[src/rtl/quad_step_decoder_pkg.sv]
// rtl/quad_step_decoder_pkg.sv - phase, state and transition definitions for the quadrature decoder
package quad_pkg;

  // Phase values are {A,B}; the forward Gray order is 00 -> 01 -> 11 -> 10 -> 00.
  localparam logic [1:0] PH_00 = 2'b00;
  localparam logic [1:0] PH_01 = 2'b01;
  localparam logic [1:0] PH_11 = 2'b11;
  localparam logic [1:0] PH_10 = 2'b10;

  typedef enum logic {ST_INIT, ST_TRACK} state_t;

  typedef enum logic [1:0] {TR_NONE, TR_FWD, TR_REV, TR_ILLEGAL} trans_t;

  function automatic trans_t classify(input logic [1:0] prev, input logic [1:0] cur);
    logic [1:0] fwd_next;
    case (prev)
      PH_00:   fwd_next = PH_01;
      PH_01:   fwd_next = PH_11;
      PH_11:   fwd_next = PH_10;
      default: fwd_next = PH_00;
    endcase
    if (cur == prev)
      classify = TR_NONE;
    else if ((cur ^ prev) == 2'b11)
      classify = TR_ILLEGAL;
    else if (cur == fwd_next)
      classify = TR_FWD;
    else
      classify = TR_REV;
  endfunction

endpackage

[src/rtl/quad_step_decoder_glitch_filter.sv]
// rtl/quad_step_decoder_glitch_filter.sv - per-channel synchronizer plus consecutive-sample glitch filter
module quad_glitch_filter #(
  parameter int SYNC_STAGES = 2,
  parameter int FILT_LEN    = 4
) (
  input  logic clk,
  input  logic clear,
  input  logic raw_in,
  output logic level_out,
  output logic stable
);

  localparam int CW = $clog2(FILT_LEN + 1);
  localparam logic [CW-1:0] LEN = CW'(FILT_LEN);

  logic [SYNC_STAGES-1:0] sync;
  logic [CW-1:0]          diff_cnt;
  logic [CW-1:0]          stab_cnt;
  logic                   sample;

  assign sample = sync[SYNC_STAGES-1];
  assign stable = (stab_cnt == LEN);

  // diff_cnt runs toward a level change; stab_cnt measures how long the level has been confirmed.
  always_ff @(posedge clk) begin
    if (clear) begin
      sync      <= '0;
      level_out <= 1'b0;
      diff_cnt  <= '0;
      stab_cnt  <= '0;
    end else begin
      sync <= {sync[SYNC_STAGES-2:0], raw_in};
      if (sample == level_out) begin
        diff_cnt <= '0;
        if (stab_cnt != LEN)
          stab_cnt <= stab_cnt + 1'b1;
      end else begin
        stab_cnt <= '0;
        if (diff_cnt == LEN - 1'b1) begin
          level_out <= sample;
          diff_cnt  <= '0;
        end else begin
          diff_cnt <= diff_cnt + 1'b1;
        end
      end
    end
  end

endmodule

[src/rtl/quad_step_decoder.sv]
// rtl/quad_step_decoder.sv - quadrature A/B decoder producing step/dir strobes and a wrapping position
module quad_step_decoder
  import quad_pkg::*;
#(
  parameter int WIDTH       = 8,
  parameter int SYNC_STAGES = 2,
  parameter int FILT_LEN    = 4
) (
  input  logic             clk,
  input  logic             clear,
  input  logic             quad_a,
  input  logic             quad_b,
  input  logic             load,
  input  logic [WIDTH-1:0] load_val,
  input  logic             err_clr,
  output logic             step,
  output logic             dir,
  output logic [WIDTH-1:0] position,
  output logic             err
);

  logic       lvl_a, lvl_b;
  logic       stable_a, stable_b;
  logic [1:0] phase, prev_phase;
  state_t     state;
  trans_t     trans;

  quad_glitch_filter #(.SYNC_STAGES(SYNC_STAGES), .FILT_LEN(FILT_LEN)) u_filt_a (
    .clk(clk), .clear(clear), .raw_in(quad_a), .level_out(lvl_a), .stable(stable_a)
  );

  quad_glitch_filter #(.SYNC_STAGES(SYNC_STAGES), .FILT_LEN(FILT_LEN)) u_filt_b (
    .clk(clk), .clear(clear), .raw_in(quad_b), .level_out(lvl_b), .stable(stable_b)
  );

  assign phase = {lvl_a, lvl_b};
  assign trans = classify(prev_phase, phase);

  always_ff @(posedge clk) begin
    if (clear) begin
      state      <= ST_INIT;
      prev_phase <= PH_00;
      step       <= 1'b0;
      dir        <= 1'b1;
      position   <= '0;
      err        <= 1'b0;
    end else begin
      step <= 1'b0;
      if (err_clr)
        err <= 1'b0;
      case (state)
        ST_INIT: begin
          if (stable_a && stable_b) begin
            prev_phase <= phase;
            state      <= ST_TRACK;
          end
        end
        ST_TRACK: begin
          prev_phase <= phase;
          case (trans)
            TR_FWD: begin
              step     <= 1'b1;
              dir      <= 1'b1;
              position <= position + 1'b1;
            end
            TR_REV: begin
              step     <= 1'b1;
              dir      <= 1'b0;
              position <= position - 1'b1;
            end
            TR_ILLEGAL: err <= 1'b1;
            default: ;
          endcase
        end
        default: state <= ST_INIT;
      endcase
      // A load overrides any count change from the same cycle; step/dir still report it.
      if (load)
        position <= load_val;
    end
  end

endmodule

[config.mk]
export PLATFORM = sky130hd
export DESIGN_NAME = quad_step_decoder
export DESIGN_NICKNAME = d
export VERILOG_FILES = /design/src/rtl/quad_step_decoder_pkg.sv /design/src/rtl/quad_step_decoder_glitch_filter.sv /design/src/rtl/quad_step_decoder.sv
export SDC_FILE = /design/constraint.sdc
export NUM_CORES = 1
export LEC_CHECK = 0
export CORE_MARGIN = 2
export CORE_UTILIZATION = 35
export DETAILED_ROUTE_END_ITERATION = 10
export PLACE_DENSITY_LB_ADDON = 0.05
export SETUP_SLACK_MARGIN = 0.02
export SYNTH_ARGS = -nofsm -noshare
export SYNTH_HDL_FRONTEND = slang
export SYNTH_SLANG_ARGS = --single-unit
export TNS_END_PERCENT = 20
[constraint.sdc]
create_clock -name clk -period 5.19 [get_ports clk]
set_input_delay 0.7785 -clock clk [delete_from_list [all_inputs] [get_ports clk]]
set_output_delay 0.7785 -clock clk [all_outputs]
set_load 0.02 [all_outputs]
==> results.toml <==
[cts]
ctsRootBufferMaster = "clkbuf_8"
cts_tree = "yes"
post_cts_resized = 0
cts_setup_buffers = 0
h-tree-depth = 2
clock_path_buffers = 2
worstSkewPairLatency_ns = 0.28
hold_buffers = 0
cts.clk_slew.worst_paths_ns = 0.07
clkSinkCount = 32
cts_buffers = 5

[setup_path]
worst_r2r_endpoint = "position[4]$_SDFFE_PP0P_"
r2r_start = "u_filt_b.level_out$_SDFFE_PP0P_"
crit_chain = "mux2i_1 -> o21ai_0 -> ha_1 -> inv_1 -> fa_1 -> nor2b_1 -> o21ai_0 -> and3_1 -> o21ai_0 -> a21oi_1"
reg2reg_depth = 10
r2r_setup_slack_ns = 2.39
crit_path_top_delay_cell = "ha_1"
cp_num_buf_inv = 1
crit_fanout = 13
start_kind = "flop"
cpLargestDelayFamily = "adder cells"
crit_type = "flop to flop"
timing.critical_path.mode_cell = "o21ai_0"
slowest_delay_ns = 0.52
endpoint_kind = "flop"
critPathArrivalTime_ns = 2.93
cp.required_ns = 5.32

[sta]
period_needed_ns = 2.80
rsz0062_at_grt = "no"
hold_viol_final = 0
max_freq_ghz = 0.357
slew_headroom_pct = 41.0
fin_worst_skew_ns = 0.00464
setup_tns_ns = 0
worst_slew_pin_slew_ns = 0.882
finalMaxSlewViolations = 0
setup_viol = 0
period_share_pct = 53.9

[synthesis]
ys_types = 39
synth_top_area_share_pct = 36.9
ys.flop_type = "dfxtp_1"
ys_warn_count = 0
ys_seq_area_share_pct = 36.9
synthesis.area_mm2 = 0.00174
syn_area_per_cell_um2 = 8.32
synth_cells = 209
synth-edff-count = 0
synthArstFlopShare_pct = 0
ys_seq_elements = 32
synth_largest_area_cell = "dfxtp_1"
synth.area.top_cells = "dfxtp_1, ha_1, nor2_1"
syn_nets = 240

[grt]
grt_pass1_wl_um = 6300
grt_max_degree = 26
grt_pass1_vias = 1418
grt_usage_pct = 14.8
antenna_found_initial = 0
grt-ovfl-total = 0

[drt]
drt_iter0_markers = 25
drc = 0
dr_total_vias = 1427
wire_per_inst_um = 11.8
drt_pass1_iterations = 4
via_per_inst = 4.76
drtAntennaViolNets = 0
wl_um = 3530

[cells_and_area]
final_area_mm2 = 0.00214
n_antenna_cell = 0
final_common_cell = "nor2_1"
layout_common_cells = "nor2_1, dfxtp_1, clkdlybuf4s50_1"
layout-drive-gt1-share_pct = 6.44
area_delta_synth_final_pct = 23.4
nNetsFinal = 263

[floorplan]
pin_count = 25
die_h_um = 74.5
core_mm2 = 0.00475
die_area_mm2 = 0.00555
start_util_pct = 36.6
fp.dieW_um = 74.5
placementRows = 25

[worst_hold_path]
min_from = "u_filt_a.diff_cnt[0]$_SDFF_PP0_"
hold_path_depth = 1
whs_endpoint = "u_filt_a.diff_cnt[0]$_SDFF_PP0_"
hold_class = "flop to flop"

[placement]
dp_hpwl_um = 2620
port_buffers = 24
place_area_mm2 = 0.00202
routabilityCongestion = 0.818

[power]
leakage_nw = 0.851
power_density_mw_per_mm2 = 275
max-vdd-ir-drop_mv = 0.144

[flow_run]
maxCapViolCount = 0

[outcome]
status = "finished, final reports clean"
-- worst register-to-register path, cell delays in order (launching register included) --
cell and delay, ns:
dfxtp_1 0.47, mux2i_1 0.12, o21ai_0 0.22, ha_1 0.52, inv_1 0.14, fa_1 0.42, nor2b_1 0.21, o21ai_0 0.12
and3_1 0.19, o21ai_0 0.16, a21oi_1 0.08
-- Yosys cell counts (3+ instances only) --
cell type	count
dfxtp_1	32
nand2b_1	4
nand3_1	5
nor3_1	8
a211oi_1	3
inv_1	16
ha_1	16
or3_1	4
o21ai_0	6
nand2_1	18
buf_2	5
nor2b_1	6
a21oi_1	14
mux2i_1	6
xnor2_1	5
nor2_1	33
-- logic make-up (layout without fill, tap and decap cells) --
logic type | count (synthesis) | in the layout | synth area share, %
buffers and inverters | 24 | 48 | 5.97
AO/OA/AOI/OAI | 39 | 39 | 14.8
XOR/XNOR | 7 | 7 | 3.53
flip-flops | 32 | 32 | 36.9
AND/OR/NAND/NOR | 83 | 83 | 21.8
multiplexers | 7 | 7 | 4.32
adder cells (fa/ha/maj) | 17 | 17 | 12.7
-- layer usage --
| layer | global-route usage [%] | part of all wire, % | up-vias | wire length, µm |
|---|---|---|---|---|
| met5 | 0 | 0 | - | 0 |
| met4 | 5.36 | 1.2 | 0 | 42 |
| li1 | - | - | 751 | - |
| met2 | 25.5 | 50 | 19 | 1750 |
| met3 | 4.20 | 3.4 | 6 | 120 |
| met1 | 17.5 | 46 | 651 | 1620 |
-- power by group --
| part | leakage (nW) | switching, mW | internal [mW] |
|---|---|---|---|
| clock network | 0.0645 | 0.0946 | 0.169 |
| logic | 0.525 | 0.0301 | 0.0319 |
| registers | 0.261 | 0.00852 | 0.256 |
| total | 0.851 | 0.133 | 0.457 |
-- sequential cells by signal, summed over array words and instances (netlist names) --
signal and cells:
dir 1, err 1, position 8, prev_phase 2, state 1, step 1
u_filt_a.diff_cnt 3, u_filt_a.level_out 1, u_filt_a.stab_cnt 3, u_filt_a.sync 2, u_filt_b.diff_cnt 3, u_filt_b.level_out 1
u_filt_b.stab_cnt 3, u_filt_b.sync 2
-- cell type report --
| type | instances | area (µm²) |
|---|---|---|
| well taps | 67 | 83.8 |
| clock buffers | 7 | 96.3 |
| multi-input cells | 153 | 993 |
| repair buffers | 24 | 240 |
| clock inverters | 1 | 30.0 |
| fillers | 493 | 2610 |
| flip-flops and latches | 32 | 641 |
| inverters | 16 | 60.1 |
-- per-stage QoR --
stage                     power [mW]  util, %  hold slack, ns  setup WS [ns]  cells
after global placement         0.330     42.4           0.407           2.49    292
after floorplan                0.307        -           0.399           2.77    209
after detailed placement       0.332     42.4           0.422           2.37    292
final                          0.590     45.1           0.433           2.39    300
after CTS                      0.600     45.1           0.432           2.38    300
after global routing           0.619     45.1           0.464           2.01    300
-- worst max path at each step --
stage,startpoint,endpoint,depth (start not counted),slack [ns]
2_1_floorplan,prev_phase[1]$_SDFFE_PP0P_,position[5]$_SDFFE_PP0P_,10,2.77
3_3_place_gp,u_filt_b.level_out$_SDFFE_PP0P_,position[4]$_SDFFE_PP0P_,10,2.49
3_5_place_dp,u_filt_b.level_out$_SDFFE_PP0P_,position[4]$_SDFFE_PP0P_,10,2.37
4_1_cts,u_filt_b.level_out$_SDFFE_PP0P_,position[4]$_SDFFE_PP0P_,10,2.38
5_1_grt,u_filt_b.level_out$_SDFFE_PP0P_,position[4]$_SDFFE_PP0P_,10,2.01
6_report,u_filt_b.level_out$_SDFFE_PP0P_,position[4]$_SDFFE_PP0P_,10,2.39
No activity file was read; power rests on OpenSTA's default activity.
